### config.mk
export PLATFORM = sky130hd
export DESIGN_NAME = rf_write_arbiter_flat
export DESIGN_NICKNAME = d
export VERILOG_FILES = /design/src/rtl/rf_write_arbiter_if.sv /design/src/rtl/rf_write_arbiter.sv /design/src/flat_wrapper.sv
export SDC_FILE = /design/constraint.sdc
export NUM_CORES = 1
export LEC_CHECK = 0
export ABC_AREA = 1
export ABC_CLOCK_PERIOD_IN_PS = 4900
export CORE_MARGIN = 4
export CORE_UTILIZATION = 35
export CTS_CLUSTER_DIAMETER = 50
export DETAILED_ROUTE_END_ITERATION = 10
export PLACE_DENSITY_LB_ADDON = 0.12
export SKIP_CTS_REPAIR_TIMING = 1
export SYNTH_ARGS = -nofsm -noshare
export SYNTH_HDL_FRONTEND = slang
export SYNTH_SLANG_ARGS = --single-unit
### constraint.sdc
create_clock -name clock -period 4.9 [get_ports clock]
set_clock_uncertainty 0.15 [all_clocks]
set_input_delay 0.98 -clock clock [delete_from_list [all_inputs] [get_ports clock]]
set_output_delay 0.98 -clock clock [all_outputs]
set_load 0.01 [all_outputs]
### src/rtl/rf_write_arbiter_if.sv
// Bundles the requester, register-file-port, hazard-check and counter signals of rf_write_arbiter.
// The arbiter connects through the slave modport; the requesters/environment use the master modport.
interface rf_write_arbiter_if #(
  parameter int unsigned DATA_W = 32,
  parameter int unsigned ADDR_W = 6,
  parameter int unsigned CNT_W  = 16
);
  logic              req0_valid;
  logic [ADDR_W-1:0] req0_rd;
  logic [DATA_W-1:0] req0_data;
  logic              req0_ready;
  logic              req1_valid;
  logic [ADDR_W-1:0] req1_rd;
  logic [DATA_W-1:0] req1_data;
  logic              req1_ready;
  logic              rf_write;
  logic [ADDR_W-1:0] rf_rd;
  logic [DATA_W-1:0] rf_wdata;
  logic [ADDR_W-1:0] chk_rs;
  logic [ADDR_W-1:0] chk_rt;
  logic              hazard;
  logic [CNT_W-1:0]  conflict_cnt;

  modport slave (
    input  req0_valid, req0_rd, req0_data,
    output req0_ready,
    input  req1_valid, req1_rd, req1_data,
    output req1_ready,
    output rf_write, rf_rd, rf_wdata,
    input  chk_rs, chk_rt,
    output hazard, conflict_cnt
  );

  modport master (
    output req0_valid, req0_rd, req0_data,
    input  req0_ready,
    output req1_valid, req1_rd, req1_data,
    input  req1_ready,
    input  rf_write, rf_rd, rf_wdata,
    output chk_rs, chk_rt,
    input  hazard, conflict_cnt
  );
endinterface

### src/rtl/rf_write_arbiter.sv
// Round-robin arbiter sharing the register file write port between ALU (0) and load (1) writeback.
// Define R0_PROTECT_EN to silently drop writes to register 0 and exclude it from hazard detection.
module rf_write_arbiter #(
  parameter int unsigned DATA_W = 32,
  parameter int unsigned ADDR_W = 6,
  parameter int unsigned CNT_W  = 16
) (
  input logic clock,
  input logic reset,
  rf_write_arbiter_if.slave bus
);

  typedef struct packed {
    logic [ADDR_W-1:0] rd;
    logic [DATA_W-1:0] data;
  } wb_entry_t;

  typedef enum logic {PREF0 = 1'b0, PREF1 = 1'b1} state_e;

  state_e            state_q, state_d;
  logic              s0_full_q, s0_full_d;
  logic              s1_full_q, s1_full_d;
  wb_entry_t         s0_q, s0_d;
  wb_entry_t         s1_q, s1_d;
  logic              rf_write_q, rf_write_d;
  logic [ADDR_W-1:0] rf_rd_q, rf_rd_d;
  logic [DATA_W-1:0] rf_wdata_q, rf_wdata_d;
  logic [CNT_W-1:0]  cnt_q, cnt_d;

  logic grant0, grant1;
  logic ready0, ready1;
  logic load0, load1;

  // Whether a destination register is a real write target (slot load and hazard eligibility).
  function automatic logic is_target(input logic [ADDR_W-1:0] rd);
`ifdef R0_PROTECT_EN
    return rd != '0;
`else
    return 1'b1;
`endif
  endfunction

  function automatic logic rd_hit(input logic [ADDR_W-1:0] rd,
                                  input logic [ADDR_W-1:0] rs,
                                  input logic [ADDR_W-1:0] rt);
    return is_target(rd) && ((rd == rs) || (rd == rt));
  endfunction

  // Grants depend only on registered state, so ready never depends on valid.
  always_comb begin
    grant0 = s0_full_q & (~s1_full_q | (state_q == PREF0));
    grant1 = s1_full_q & ~grant0;
    ready0 = ~s0_full_q | grant0;
    ready1 = ~s1_full_q | grant1;
    load0  = bus.req0_valid & ready0 & is_target(bus.req0_rd);
    load1  = bus.req1_valid & ready1 & is_target(bus.req1_rd);
  end

  always_comb begin
    state_d    = state_q;
    s0_full_d  = s0_full_q & ~grant0;
    s1_full_d  = s1_full_q & ~grant1;
    s0_d       = s0_q;
    s1_d       = s1_q;
    rf_write_d = grant0 | grant1;
    rf_rd_d    = rf_rd_q;
    rf_wdata_d = rf_wdata_q;
    cnt_d      = cnt_q;

    if (grant0) begin
      state_d    = PREF1;
      rf_rd_d    = s0_q.rd;
      rf_wdata_d = s0_q.data;
    end else if (grant1) begin
      state_d    = PREF0;
      rf_rd_d    = s1_q.rd;
      rf_wdata_d = s1_q.data;
    end

    // A slot being drained this cycle may reload in the same edge.
    if (load0) begin
      s0_full_d = 1'b1;
      s0_d      = '{rd: bus.req0_rd, data: bus.req0_data};
    end
    if (load1) begin
      s1_full_d = 1'b1;
      s1_d      = '{rd: bus.req1_rd, data: bus.req1_data};
    end

    if (s0_full_q && s1_full_q && (cnt_q != '1)) begin
      cnt_d = cnt_q + CNT_W'(1);
    end
  end

  always_ff @(posedge clock or posedge reset) begin
    if (reset) begin
      state_q    <= PREF0;
      s0_full_q  <= 1'b0;
      s1_full_q  <= 1'b0;
      s0_q       <= '0;
      s1_q       <= '0;
      rf_write_q <= 1'b0;
      rf_rd_q    <= '0;
      rf_wdata_q <= '0;
      cnt_q      <= '0;
    end else begin
      state_q    <= state_d;
      s0_full_q  <= s0_full_d;
      s1_full_q  <= s1_full_d;
      s0_q       <= s0_d;
      s1_q       <= s1_d;
      rf_write_q <= rf_write_d;
      rf_rd_q    <= rf_rd_d;
      rf_wdata_q <= rf_wdata_d;
      cnt_q      <= cnt_d;
    end
  end

  assign bus.req0_ready   = ready0;
  assign bus.req1_ready   = ready1;
  assign bus.rf_write     = rf_write_q;
  assign bus.rf_rd        = rf_rd_q;
  assign bus.rf_wdata     = rf_wdata_q;
  assign bus.conflict_cnt = cnt_q;

  // Any queued or in-flight write whose destination is read by the decode stage.
  assign bus.hazard = (s0_full_q  && rd_hit(s0_q.rd,  bus.chk_rs, bus.chk_rt))
                    | (s1_full_q  && rd_hit(s1_q.rd,  bus.chk_rs, bus.chk_rt))
                    | (rf_write_q && rd_hit(rf_rd_q,  bus.chk_rs, bus.chk_rt));

endmodule
### src/flat_wrapper.sv
// flat-port wrapper written by rule: the top's interface ports become plain ports
module rf_write_arbiter_flat 
#(
  parameter int unsigned DATA_W = 32,
  parameter int unsigned ADDR_W = 6,
  parameter int unsigned CNT_W  = 16
)
  (clock, reset, bus_req0_valid, bus_req0_rd, bus_req0_data, bus_req0_ready, bus_req1_valid, bus_req1_rd, bus_req1_data, bus_req1_ready, bus_rf_write, bus_rf_rd, bus_rf_wdata, bus_chk_rs, bus_chk_rt, bus_hazard, bus_conflict_cnt);
  rf_write_arbiter_if #(.DATA_W(DATA_W), .ADDR_W(ADDR_W), .CNT_W(CNT_W)) bus_i ();
  input logic clock;
  input logic reset;
  input wire logic [$bits(bus_i.req0_valid)-1:0] bus_req0_valid;
  input wire logic [$bits(bus_i.req0_rd)-1:0] bus_req0_rd;
  input wire logic [$bits(bus_i.req0_data)-1:0] bus_req0_data;
  output wire logic [$bits(bus_i.req0_ready)-1:0] bus_req0_ready;
  input wire logic [$bits(bus_i.req1_valid)-1:0] bus_req1_valid;
  input wire logic [$bits(bus_i.req1_rd)-1:0] bus_req1_rd;
  input wire logic [$bits(bus_i.req1_data)-1:0] bus_req1_data;
  output wire logic [$bits(bus_i.req1_ready)-1:0] bus_req1_ready;
  output wire logic [$bits(bus_i.rf_write)-1:0] bus_rf_write;
  output wire logic [$bits(bus_i.rf_rd)-1:0] bus_rf_rd;
  output wire logic [$bits(bus_i.rf_wdata)-1:0] bus_rf_wdata;
  input wire logic [$bits(bus_i.chk_rs)-1:0] bus_chk_rs;
  input wire logic [$bits(bus_i.chk_rt)-1:0] bus_chk_rt;
  output wire logic [$bits(bus_i.hazard)-1:0] bus_hazard;
  output wire logic [$bits(bus_i.conflict_cnt)-1:0] bus_conflict_cnt;
  assign bus_i.req0_valid = bus_req0_valid;
  assign bus_i.req0_rd = bus_req0_rd;
  assign bus_i.req0_data = bus_req0_data;
  assign bus_req0_ready = bus_i.req0_ready;
  assign bus_i.req1_valid = bus_req1_valid;
  assign bus_i.req1_rd = bus_req1_rd;
  assign bus_i.req1_data = bus_req1_data;
  assign bus_req1_ready = bus_i.req1_ready;
  assign bus_rf_write = bus_i.rf_write;
  assign bus_rf_rd = bus_i.rf_rd;
  assign bus_rf_wdata = bus_i.rf_wdata;
  assign bus_i.chk_rs = bus_chk_rs;
  assign bus_i.chk_rt = bus_chk_rt;
  assign bus_hazard = bus_i.hazard;
  assign bus_conflict_cnt = bus_i.conflict_cnt;
  rf_write_arbiter #(.DATA_W(DATA_W), .ADDR_W(ADDR_W), .CNT_W(CNT_W)) u_core (.clock(clock), .reset(reset), .bus(bus_i));
endmodule
==> results_tabular.tex, run 1 <==
\begin{tabular}{lr}
\hline
Metric & Value \\
\hline
\multicolumn{2}{l}{\textbf{Critical path}} \\
Critical R2R Launch & u\_core.s0\_full\_q\$\_DFF\_PP0\_ \\
Maximum fanout along the worst path & 4 \\
Setup CP Type & primary input to output pin \\
Worst endpoint data arrival time & $\sim$2800 ps \\
Required time reported for the critical path endpoint & about 3800 ps \\
CP Launch Type & primary input \\
Number of cells on the worst reg-to-reg path & 6 \\
Reg-to-reg slack, setup & around 2500 ps \\
Element type at the critical path end & output pin \\
RR Endpoint & u\_core.bus.rf\_rd[4]\$\_DFFE\_PP0P\_ \\
\multicolumn{2}{l}{\textbf{Timing}} \\
Sum of negative setup slack & 0 ps \\
Clock period minus final worst setup slack & around 3900 ps \\
Setup violators final & 0 \\
Peak Freq & $\sim$260 MHz \\
Hold violation total from the final report & 0 \\
Worst slew margin relative to its limit & approximately 33\% \\
RSZ-0062 raised after global routing & no \\
Pin slew with the least headroom to its limit & 1010 ps \\
Period utilisation layout & between 70\% and 80\% \\
Max Slew Vio Count & 0 \\
\multicolumn{2}{l}{\textbf{Logic synthesis}} \\
Number of synthesized flops with an enable pin & 0 \\
Ranking of synthesized cells by area & sky130\_fd\_sc\_hd\_\_dfrtp\_1 53\%, sky130\_fd\_sc\_hd\_\_nand2\_1 13\%, sky130\_fd\_sc\_hd\_\_mux2\_2 5.5\%, sky130\_fd\_sc\_hd\_\_inv\_1 4.7\%, sky130\_fd\_sc\_hd\_\_nor2\_1 4.5\% \\
Synth Area in XOR/XNOR & $\sim$1.5\% \\
Synthesized netlist cell count & roughly 710 \\
Most instantiated flip-flop cell in the synthesis netlist & sky130\_fd\_sc\_hd\_\_dfrtp\_1 \\
Compound-gate portion of the synthesized area & 10.5\% \\
Largest area contributor in the synthesized netlist & sky130\_fd\_sc\_hd\_\_dfrtp\_1 \\
Mapped cell area & about 6300 µm² \\
Mux share of post-synthesis cell area & 5.90\% \\
Number of flip-flops and latches in the synthesized netlist & between 100 and 150 \\
Sequential cell area fraction in the yosys report & a little over half \\
Net count of the mapped netlist & slightly above 800 \\
Post-Syn Area per Cell & roughly 9 µm² \\
Synthesized-area fraction occupied by adder cells & less than 1\% \\
Async S/R FF share, synth & between 90\% and 100\% \\
Post-synth cell types & 28 \\
Top cells by count, synth & 223 x sky130\_fd\_sc\_hd\_\_nand2\_1, 134 x sky130\_fd\_sc\_hd\_\_dfrtp\_1, 79 x sky130\_fd\_sc\_hd\_\_inv\_1 \\
Dominant combinational cell family by area after synthesis & simple AND/OR/NAND/NOR gates \\
Synth Warn \# & 0 \\
Top cell type's share of synthesized area & 53.3\% \\
Most used standard cell by instance count after synthesis & sky130\_fd\_sc\_hd\_\_nand2\_1 \\
Synth Area in Simple Gates & approximately a fifth \\
\multicolumn{2}{l}{\textbf{Power}} \\
Worst IR Drop VDD & 0.000350 V \\
PwrDens & about 520 nW/µm² \\
Leakage power figure & around 4 nW \\
\multicolumn{2}{l}{\textbf{Floorplan}} \\
Standard-cell row count & 48 \\
Initial core utilization & 36.0\% \\
Die W & approximately 140 µm \\
Overall die area & 20,200 µm² \\
IO Count & 150 \\
Overall die height & 142 µm \\
Placeable core region & $\sim$17,000 µm² \\
\multicolumn{2}{l}{\textbf{Route}} \\
Iter 0 DRT Violations & 301 \\
Post-Route WL & around 16 mm \\
Via count & between 5,000 and 6,000 \\
Number of nets with antenna violations after routing & 0 \\
Number of detailed-routing iterations run before antenna repair & 5 \\
DRC errors left & 0 \\
Vias per Instance & 4.77 \\
DR WL/cell & 14.9 µm \\
\multicolumn{2}{l}{\textbf{Cells and area}} \\
Area used by multi-input combinational logic & 2460 µm² \\
Antenna Cells & 0 \\
Non-filler cells, final & 1,095 \\
Flip-flop and latch area & 3350 µm² \\
Fillers & between 1,500 and 2,000 \\
NumNets Final & $\sim$950 \\
Area Growth Syn to Fin & 35.9\% \\
Layout cells sized above 1 & $\sim$11\% \\
\multicolumn{2}{l}{\textbf{Place}} \\
PortBufs & 149 \\
Global placement routability congestion & 0.906 \\
Detailed placement HPWL & roughly 12 mm \\
Total placed cells including tap cells & about 1,100 \\
\multicolumn{2}{l}{\textbf{Global routing}} \\
Number of antenna violations at the first check in global routing & 0 \\
Met2 Use GR & a little over a quarter \\
Global routing's busiest layer & met2 \\
Fraction of met1 tracks used by global routing & between 20\% and 30\% \\
Aggregate global routing overflow & 0 \\
Vias in the first global route & approximately 5,300 \\
Met3 GRT Util & 5.38\% \\
Overall Global Routing Usage & $\sim$16\% \\
Global-route wire length before repair & 26.5 mm \\
Pin count of the biggest net entering global routing & about 120 \\
\multicolumn{2}{l}{\textbf{Clocking}} \\
Clock Root Buffer & sky130\_fd\_sc\_hd\_\_clkbuf\_16 \\
CTS Sinks & 134 \\
Clock-pin transition on the worst setup and hold timing paths & $\sim$60 ps \\
Number of buffers created by CTS & 17 \\
Clock tree from TritonCTS & built \\
Insertion delay to the later sink of the worst-skew pair & between 400 and 500 ps \\
H-tree depth & 4 \\
Longest Clk Path Bufs & 2 \\
\multicolumn{2}{l}{\textbf{Run}} \\
Reported max-cap violation count & 0 \\
\multicolumn{2}{l}{\textbf{Run status}} \\
Outcome & complete, no violations \\
\multicolumn{2}{l}{\textbf{Min path}} \\
Min-Delay Path Class & flip-flop to flip-flop \\
Hold path depth & 2 \\
Worst Hold End & u\_core.bus.rf\_wdata[31]\$\_DFFE\_PP0P\_ \\
Beginning of the worst hold path & u\_core.s0\_q[31]\$\_DFFE\_PP0P\_ \\
\hline
\end{tabular}
[cell usage in the layout, fill, tap and decap left out, types with 3 or more instances in the layout]
cell	instances
sky130_fd_sc_hd__a21oi_1	32
sky130_fd_sc_hd__a21oi_2	13
sky130_fd_sc_hd__buf_4	5
sky130_fd_sc_hd__bufinv_16	4
sky130_fd_sc_hd__clkbuf_16	17
sky130_fd_sc_hd__clkdlybuf4s50_1	149
sky130_fd_sc_hd__clkinv_4	3
sky130_fd_sc_hd__dfrtp_1	134
sky130_fd_sc_hd__inv_1	78
sky130_fd_sc_hd__inv_2	4
sky130_fd_sc_hd__mux2_2	31
sky130_fd_sc_hd__nand2_1	222
sky130_fd_sc_hd__nand2_2	5
sky130_fd_sc_hd__nand3_1	23
sky130_fd_sc_hd__nor2_1	75
sky130_fd_sc_hd__o21ai_0	7
sky130_fd_sc_hd__o21ai_2	3
sky130_fd_sc_hd__o221ai_1	6
sky130_fd_sc_hd__o311ai_0	31
sky130_fd_sc_hd__xnor2_1	4
sky130_fd_sc_hd__xor2_1	7
[state kept, by name (all words and copies together), names as in the netlist]
signal / flops
u_core.s0_q: 38
u_core.s1_q: 38
u_core.bus.rf_wdata: 32
u_core.bus.conflict_cnt: 16
u_core.bus.rf_rd: 6
u_core.bus.rf_write: 1
u_core.s0_full_q: 1
u_core.s1_full_q: 1
u_core.state_q: 1
[power by group]
group	leakage (nW)	switching, mW	internal (mW)
registers	1.56	0.241	1.46
clock network	0.292	0.478	0.847
logic	2.10	0.741	0.701
total	3.96	1.46	3.01
[logic make-up (layout without fill, tap and decap cells)]
family | count (synthesis) | after routing
AO/OA/AOI/OAI | 92 | 92
XOR/XNOR | 11 | 11
adder cells (fa/ha/maj) | 1 | 1
buffers and inverters | 111 | 267
flip-flops | 134 | 134
multiplexers | 33 | 33
AND/OR/NAND/NOR | 332 | 332
[final cells by class]
type                    instances  area share (%)
clock inverters                12            2.11
multi-input cells             469            28.8
well taps                     225            3.29
clock buffers                  18            5.02
inverters                      83            3.70
flip-flops and latches        134            39.2
repair buffers                154            17.9
[critical path, stage by stage]
cell and delay (ps):
sky130_fd_sc_hd__clkdlybuf4s50_1 560, sky130_fd_sc_hd__inv_1 90, sky130_fd_sc_hd__nand2_1 80, sky130_fd_sc_hd__nand2_1 80, sky130_fd_sc_hd__nor2_1 120, sky130_fd_sc_hd__nand3_1 90
sky130_fd_sc_hd__nand2_1 70, sky130_fd_sc_hd__nand2_1 50, sky130_fd_sc_hd__nand3_1 100, sky130_fd_sc_hd__clkdlybuf4s50_1 540
[how the worst max path moves through the flow]
stage | start | to | slack [ps] | cells past startpoint
global route | bus_chk_rs[4] | bus_hazard | 860 | 10
detailed placement | bus_chk_rs[3] | bus_hazard | 1050 | 10
finish | bus_chk_rt[4] | bus_hazard | 1020 | 10
CTS | bus_chk_rs[4] | bus_hazard | 1030 | 10
floorplan | reset | u_core.bus.conflict_cnt[0]$_DFFE_PP0P_ | 190 | 1
global placement | bus_chk_rt[2] | bus_hazard | 1060 | 10
[through the flow]
| step | power, mW | cell area (µm²) | setup WS, ps | hold slack, ps | util [%] |
|---|---|---|---|---|---|
| 6_report | 4.47 | 8550 | 1020 | 336 | 48.9 |
| 5_1_grt | 4.77 | 8550 | 865 | 368 | 48.9 |
| 4_1_cts | 4.53 | 8550 | 1030 | 343 | 48.9 |
| 3_5_place_dp | 3.18 | 7940 | 1050 | 336 | 45.5 |
| 3_3_place_gp | 3.14 | 7940 | 1060 | 325 | 45.5 |
| 2_1_floorplan | 2.48 | 6290 | 187 | 310 | - |
[per-layer routing]
| metal | wire, µm | up-vias |
|---|---|---|
| met3 | 1080 | 19 |
| met2 | 7730 | 136 |
| met4 | 257 | 0 |
| li1 | - | 2580 |
| met5 | 0 | - |
| met1 | 7260 | 2490 |
Note: power is estimated with default switching activity, not from simulation.
==> run 2, diff against run 1 <==
--- a/config.mk
+++ b/config.mk
@@ -6,7 +6,7 @@
 export NUM_CORES = 1
 export LEC_CHECK = 0
 export ABC_AREA = 1
-export ABC_CLOCK_PERIOD_IN_PS = 4900
+export ABC_CLOCK_PERIOD_IN_PS = 3350
 export CORE_MARGIN = 4
 export CORE_UTILIZATION = 35
 export CTS_CLUSTER_DIAMETER = 50
==> constraint.sdc (replaced) <==
create_clock -name clock -period 3.35 [get_ports clock]
set_clock_uncertainty 0.15 [all_clocks]
set_input_delay 0.67 -clock clock [delete_from_list [all_inputs] [get_ports clock]]
set_output_delay 0.67 -clock clock [all_outputs]
set_load 0.01 [all_outputs]
==> results_tabular.tex, run 2 (synthesis results as in run 1) <==
\begin{tabular}{lr}
\hline
Metric & Value \\
\hline
\multicolumn{2}{l}{\textbf{Critical path}} \\
Critical R2R Launch & u\_core.s0\_full\_q\$\_DFF\_PP0\_ \\
Timing startpoint of the critical path & bus\_chk\_rt[3] \\
Crit-path cells & clkdlybuf4s50\_1 -> inv\_1 -> nand2\_1 -> nand2\_1 -> nor2\_1 -> nand3\_1 -> nand2\_1 -> nand2\_1 -> nand3\_1 -> clkdlybuf4s50\_1 \\
Cell with the most instances on the worst path & sky130\_fd\_sc\_hd\_\_nand2\_1 \\
Number of cells on the worst reg-to-reg path & 5 (-1) \\
RR Endpoint & u\_core.bus.rf\_wdata[19]\$\_DFFE\_PP0P\_ \\
Buffers \& Inverters on Critical Path & 3 (unchanged) \\
Setup CP Type & primary input to output pin \\
Category of cells accounting for the largest share of critical-path delay & buffers and inverters \\
Maximum fanout along the worst path & 4 (unchanged) \\
CP Launch Type & primary input \\
Required time reported for the critical path endpoint & 2530 ps (-1240 ps) \\
Element type at the critical path end & output pin \\
Reg-to-reg slack, setup & 1280 ps (-1250 ps) \\
Critical-path top delay cell & sky130\_fd\_sc\_hd\_\_clkdlybuf4s50\_1 \\
Worst stage delay on the critical path & 540 ps (-20 ps) \\
Worst endpoint data arrival time & 2400 ps (-350 ps) \\
\multicolumn{2}{l}{\textbf{Power}} \\
Portion of total power attributed to combinational logic & 33.5\% (+1.3 points) \\
Leakage power figure & 3.95 nW (-0.23\%) \\
Sw Pwr & 2.09 mW (+43\%) \\
Clock network fraction of design power & 27.3\% (-2.3 points) \\
PwrDens & 742 nW/µm² (+42\%) \\
Sequential Power Share & 39.2\% (+1.1 points) \\
Total Power Consumption & 6.33 mW (+42\%) \\
Pint & 4.24 mW (+41\%) \\
Worst IR Drop VDD & 0.000350 V (about the same) \\
Net switching share of the total power & 33.0\% (+0.36 points) \\
\multicolumn{2}{l}{\textbf{Route}} \\
Vias per Instance & 4.77 (about the same) \\
Number of nets with antenna violations after routing & 0 (unchanged) \\
DRC errors left & 0 (unchanged) \\
Number of detailed-routing iterations run before antenna repair & 5 (unchanged) \\
DR WL/cell & 14.8 µm (-0.65\%) \\
Via count & 5,232 (+0.13\%) \\
Post-Route WL & 16.2 mm (-0.56\%) \\
Iter 0 DRT Violations & 238 (-21\%) \\
\multicolumn{2}{l}{\textbf{Cells and area}} \\
Final Cell Area & 8530 µm² (-0.26\%) \\
Top library cells by usage in the layout, fill and taps aside & 222 x sky130\_fd\_sc\_hd\_\_nand2\_1, 148 x sky130\_fd\_sc\_hd\_\_clkdlybuf4s50\_1, 134 x sky130\_fd\_sc\_hd\_\_dfrtp\_1, 78 x sky130\_fd\_sc\_hd\_\_inv\_1, 74 x sky130\_fd\_sc\_hd\_\_nor2\_1 \\
Layout cells sized above 1 & 11.1\% (+0.10 points) \\
Fillers & 1,628 (+2.3\%) \\
Non-filler cells, final & 1,096 (+0.091\%) \\
Antenna Cells & 0 (unchanged) \\
NumNets Final & 953 (+0.11\%) \\
Commonest non-fill, non-tap cell in the layout & sky130\_fd\_sc\_hd\_\_nand2\_1 \\
Area Growth Syn to Fin & 35.5\% \\
Final core utilization & 48.8\% (-0.13 points) \\
\multicolumn{2}{l}{\textbf{Floorplan}} \\
IO Count & 150 (unchanged) \\
Die W & 142 µm (unchanged) \\
Placeable core region & 17,500 µm² (unchanged) \\
Overall die height & 142 µm (unchanged) \\
Standard-cell row count & 48 (unchanged) \\
Overall die area & 20,200 µm² (unchanged) \\
Initial core utilization & 36.0\% (unchanged) \\
\multicolumn{2}{l}{\textbf{Run}} \\
Reported max-cap violation count & 0 (unchanged) \\
\multicolumn{2}{l}{\textbf{Timing}} \\
Sum of negative setup slack & 0 ps (unchanged) \\
Setup violators final & 0 (unchanged) \\
Worst hold-check slack & 338 ps (+1.70 ps) \\
Period utilisation layout & between 90\% and 100\% \\
Worst slew margin relative to its limit & 56.2\% (+23 points) \\
Clock period minus final worst setup slack & $\sim$3200 ps \\
Pin slew with the least headroom to its limit & 657 ps (-352 ps) \\
Max Slew Vio Count & 0 (unchanged) \\
Hold violation total from the final report & 0 (unchanged) \\
RSZ-0062 raised after global routing & no \\
Peak Freq & 311 MHz \\
Worst Setup Slack, final & 134 ps (-885 ps) \\
\multicolumn{2}{l}{\textbf{Clocking}} \\
Number of buffers created by CTS & 17 (unchanged) \\
CTS Sinks & 134 (unchanged) \\
Clock tree from TritonCTS & built \\
H-tree depth & 4 (unchanged) \\
Insertion delay to the later sink of the worst-skew pair & 400 ps (about the same) \\
Clock-pin transition on the worst setup and hold timing paths & 60 ps (about the same) \\
Longest Clk Path Bufs & 2 (unchanged) \\
Clock Root Buffer & sky130\_fd\_sc\_hd\_\_clkbuf\_16 \\
\multicolumn{2}{l}{\textbf{Place}} \\
Post-Place Worst Slack & 129 ps (-919 ps) \\
Global placement routability congestion & 0.903 (-0.33\%) \\
Detailed placement HPWL & 11.5 mm (-0.42\%) \\
Total placed cells including tap cells & 1,066 (+0.094\%) \\
Total placed instance area & 7980 µm² (+0.39\%) \\
PortBufs & 149 (unchanged) \\
\multicolumn{2}{l}{\textbf{Min path}} \\
Hold path depth & 2 (unchanged) \\
Worst Hold End & u\_core.bus.rf\_wdata[31]\$\_DFFE\_PP0P\_ \\
Min-Delay Path Class & flip-flop to flip-flop \\
Beginning of the worst hold path & u\_core.s0\_q[31]\$\_DFFE\_PP0P\_ \\
\multicolumn{2}{l}{\textbf{Global routing}} \\
Global routing's busiest layer & met2 \\
Number of antenna violations at the first check in global routing & 0 (unchanged) \\
Fraction of met1 tracks used by global routing & 21.4\% (+0.18 points) \\
Aggregate global routing overflow & 0 (unchanged) \\
Overall Global Routing Usage & 16.7\% (+0.20 points) \\
Pin count of the biggest net entering global routing & 101 (-12\%) \\
Met3 GRT Util & 4.77\% (-0.60 points) \\
Global-route wire length before repair & 26.8 mm (+1.1\%) \\
Vias in the first global route & 5,326 (+0.97\%) \\
Met2 Use GR & 26.7\% (+0.27 points) \\
\multicolumn{2}{l}{\textbf{Run status}} \\
Outcome & complete, no violations \\
\hline
\end{tabular}
==> run 2: cell types whose count changed in the layout (fill, tap and decap cells not counted), sizes merged <==
cell,delta
clkbuf,+4
bufinv,-3
clkinvlp,+2
inv,-2
buf,+1
clkdlybuf4s50,-1
clkinv,-1
dlymetal6s2s,+1
==> run 2: worst reg2reg max path: cells and delay by family, from the launching register on <==
kind                   cells  cell delay (ps)
AOI/OAI and AO/OA          1              130
buffers and inverters      2              600
DFF                        1              480
and+or+nand+nor            2              590
==> run 2: worst max path at each step <==
stage	to	slack (ps)	depth (start not counted)
2_1_floorplan	u_core.bus.conflict_cnt[0]$_DFFE_PP0P_	860	1
3_3_place_gp	bus_hazard	140	10
3_5_place_dp	bus_hazard	130	10
4_1_cts	bus_hazard	120	10
5_1_grt	bus_hazard	30	10
6_report	bus_hazard	130	10
==> run 2: per-layer routing <==
metal / vias up / wire [µm]
met3: 23 / 964
met1: 2480 / 7380
met5: - / 0
li1: 2586 / -
met4: 0 / 349
met2: 143 / 7550
==> run 2: cell type report <==
| cell class | instances | area, µm² | share of cell area (%) |
|---|---|---|---|
| Sequential cell | 134 | 3350 | 39.3 |
| Multi-Input combinational cell | 469 | 2470 | 28.9 |
| Timing Repair Buffer | 155 | 1560 | 18.3 |
| Clock buffer | 22 | 474 | 5.56 |
| Inverter | 83 | 315 | 3.70 |
| Tap cell | 225 | 282 | 3.30 |
| Clock inverter | 8 | 76.3 | 0.895 |
==> run 2: power by group through the flow <==
stage          Combinational (mW)  Clock, mW  Sequential [mW]
2_1_floorplan                1.08          0             2.55
3_3_place_gp                 2.11          0             2.50
3_5_place_dp                 2.15          0             2.50
4_1_cts                      2.16       1.77             2.48
5_1_grt                      2.36       1.84             2.55
6_report                     2.12       1.73             2.48
==> run 3, diff against run 2 <==
--- a/config.mk
+++ b/config.mk
@@ -11,7 +11,9 @@
 export CORE_UTILIZATION = 35
 export CTS_CLUSTER_DIAMETER = 50
 export DETAILED_ROUTE_END_ITERATION = 10
+export HOLD_SLACK_MARGIN = 0.06
 export PLACE_DENSITY_LB_ADDON = 0.12
+export REMOVE_ABC_BUFFERS = 1
 export SKIP_CTS_REPAIR_TIMING = 1
 export SYNTH_ARGS = -nofsm -noshare
 export SYNTH_HDL_FRONTEND = slang
==> results_tabular.tex, run 3 (synthesis results as in run 1) <==
\begin{tabular}{lr}
\hline
Metric & Value \\
\hline
\multicolumn{2}{l}{\textbf{Floorplan}} \\
IO Count & 150 (unchanged) \\
Overall die area & 20,200 µm² (unchanged) \\
Standard-cell row count & 48 (unchanged) \\
Initial core utilization & 36.0\% (unchanged) \\
Placeable core region & 17,500 µm² (unchanged) \\
Overall die height & 142 µm (unchanged) \\
Die W & 142 µm (unchanged) \\
\multicolumn{2}{l}{\textbf{Clocking}} \\
Clock Root Buffer & sky130\_fd\_sc\_hd\_\_clkbuf\_16 \\
Number of buffers created by CTS & 17 (unchanged) \\
CTS Sinks & 134 (unchanged) \\
Insertion delay to the later sink of the worst-skew pair & 410 ps (about the same) \\
H-tree depth & 4 (unchanged) \\
Clock tree from TritonCTS & built \\
Longest Clk Path Bufs & 2 (unchanged) \\
Clock-pin transition on the worst setup and hold timing paths & 60 ps (about the same) \\
\multicolumn{2}{l}{\textbf{Route}} \\
Number of nets with antenna violations after routing & 0 (unchanged) \\
Number of detailed-routing iterations run before antenna repair & 5 (unchanged) \\
Iter 0 DRT Violations & 323 (+36\%) \\
DR WL/cell & 14.6 µm (-1.4\%) \\
Vias per Instance & 4.80 (+0.45\%) \\
DRC errors left & 0 (unchanged) \\
Via count & 5,265 (+0.63\%) \\
Post-Route WL & 16.0 mm (-1.2\%) \\
\multicolumn{2}{l}{\textbf{Critical path}} \\
Crit-path cells & clkdlybuf4s50\_1 -> inv\_1 -> nand2\_1 -> nand2\_1 -> nor2\_1 -> nand3\_1 -> nand2\_1 -> nand2\_1 -> nand3\_1 -> clkdlybuf4s50\_1 \\
Reg-to-reg slack, setup & 1100 ps (-180 ps) \\
RR Endpoint & u\_core.s1\_q[13]\$\_DFFE\_PP0P\_ \\
Critical R2R Launch & u\_core.s0\_full\_q\$\_DFF\_PP0\_ \\
Maximum fanout along the worst path & 4 (unchanged) \\
Number of cells on the worst reg-to-reg path & 7 (+2) \\
Critical-path top delay cell & sky130\_fd\_sc\_hd\_\_clkdlybuf4s50\_1 \\
CP Launch Type & primary input \\
Worst stage delay on the critical path & 560 ps (+20 ps) \\
Required time reported for the critical path endpoint & 2530 ps (about the same) \\
Cell with the most instances on the worst path & sky130\_fd\_sc\_hd\_\_nand2\_1 \\
Worst endpoint data arrival time & 2420 ps (+20 ps) \\
Element type at the critical path end & output pin \\
Setup CP Type & primary input to output pin \\
\multicolumn{2}{l}{\textbf{Global routing}} \\
Global-route wire length before repair & 26.2 mm (-2.5\%) \\
Pin count of the biggest net entering global routing & 64 (-37\%) \\
Vias in the first global route & 5,337 (+0.21\%) \\
Overall Global Routing Usage & 16.1\% (-0.51 points) \\
Aggregate global routing overflow & 0 (unchanged) \\
Number of antenna violations at the first check in global routing & 0 (unchanged) \\
\multicolumn{2}{l}{\textbf{Timing}} \\
Worst hold-check slack & 348 ps (+9.91 ps) \\
Sum of negative setup slack & 0 ps (unchanged) \\
Setup violators final & 0 (unchanged) \\
RSZ-0062 raised after global routing & no \\
Worst Setup Slack, final & 109 ps (-25.1 ps) \\
Period utilisation layout & 96.7\% (+0.75 points) \\
Peak Freq & 309 MHz (-0.77\%) \\
Max Slew Vio Count & 0 (unchanged) \\
Worst slew margin relative to its limit & 54.3\% (-1.9 points) \\
Pin slew with the least headroom to its limit & 686 ps (+29.1 ps) \\
Clock period minus final worst setup slack & 3240 ps (+25.1 ps) \\
Hold violation total from the final report & 0 (unchanged) \\
\multicolumn{2}{l}{\textbf{Cells and area}} \\
Commonest non-fill, non-tap cell in the layout & sky130\_fd\_sc\_hd\_\_nand2\_1 \\
NumNets Final & 954 (+0.10\%) \\
Area Growth Syn to Fin & 36.6\% \\
Final core utilization & 49.2\% (+0.37 points) \\
Antenna Cells & 0 (unchanged) \\
Layout cells sized above 1 & 11.2\% (+0.089 points) \\
Final Cell Area & 8600 µm² (+0.76\%) \\
Top library cells by usage in the layout, fill and taps aside & 222 x sky130\_fd\_sc\_hd\_\_nand2\_1, 147 x sky130\_fd\_sc\_hd\_\_clkdlybuf4s50\_1, 134 x sky130\_fd\_sc\_hd\_\_dfrtp\_1, 78 x sky130\_fd\_sc\_hd\_\_inv\_1, 75 x sky130\_fd\_sc\_hd\_\_nor2\_1 \\
Non-filler cells, final & 1,098 (+0.18\%) \\
\multicolumn{2}{l}{\textbf{Place}} \\
Total placed cells including tap cells & 1,067 (+0.094\%) \\
Global placement routability congestion & 0.876 (-3.0\%) \\
Detailed placement HPWL & 11.2 mm (-3.1\%) \\
Post-Place Worst Slack & 118 ps (-11.5 ps) \\
PortBufs & 149 (unchanged) \\
Total placed instance area & 7980 µm² (about the same) \\
\multicolumn{2}{l}{\textbf{Min path}} \\
Min-Delay Path Class & flip-flop to flip-flop \\
Hold path depth & 1 (-1) \\
Beginning of the worst hold path & u\_core.s0\_q[12]\$\_DFFE\_PP0P\_ \\
Worst Hold End & u\_core.s0\_q[12]\$\_DFFE\_PP0P\_ \\
\multicolumn{2}{l}{\textbf{Power}} \\
Total Power Consumption & 6.53 mW (+3.1\%) \\
PwrDens & 759 nW/µm² (+2.3\%) \\
Leakage power figure & 4.00 nW (+1.2\%) \\
Worst IR Drop VDD & 0.000419 V (+20\%) \\
\multicolumn{2}{l}{\textbf{Run}} \\
Reported max-cap violation count & 0 (unchanged) \\
\multicolumn{2}{l}{\textbf{Run status}} \\
Outcome & complete, no violations \\
\hline
\end{tabular}
==> run 3: critical path: cells and delay by family <==
kind,cells,cell delay [ps]
buffers and inverters,3,1210
AND/OR/NAND/NOR,7,550
==> run 3: area by class of cell <==
cell class	count	area (µm²)
Fill cell	1600	8880
Multi-Input combinational cell	469	2460
Tap cell	225	282
Clock buffer	19	433
Clock inverter	12	176
Timing Repair Buffer	156	1570
Inverter	83	314
Sequential cell	134	3350
==> run 3: worst max-delay path by stage <==
stage	start	depth (start not counted)	endpoint
4_1_cts	bus_chk_rt[2]	10	bus_hazard
5_1_grt	bus_chk_rs[2]	10	bus_hazard
3_5_place_dp	bus_chk_rs[0]	10	bus_hazard
6_report	bus_chk_rt[5]	10	bus_hazard
3_3_place_gp	bus_chk_rt[2]	10	bus_hazard
2_1_floorplan	reset	1	u_core.bus.conflict_cnt[0]$_DFFE_PP0P_
==> run 3: layer usage <==
metal / global-route usage, % / part of all wire (%) / up-vias
met4: 4.24 / 1.2 / 0
met1: 20.2 / 43 / 2493
met5: 0 / 0 / -
met3: 6.15 / 7.6 / 16
met2: 26.4 / 48 / 169
li1: - / - / 2587
==> run 3: power breakdown <==
group / internal [mW] / leakage [nW] / total (mW) / switching, mW
Combinational: 1.03 / 2.14 / 2.12 / 1.09
Sequential: 2.14 / 1.56 / 2.47 / 0.331
Clock: 1.24 / 0.294 / 1.94 / 0.693
Total: 4.41 / 4.00 / 6.53 / 2.11
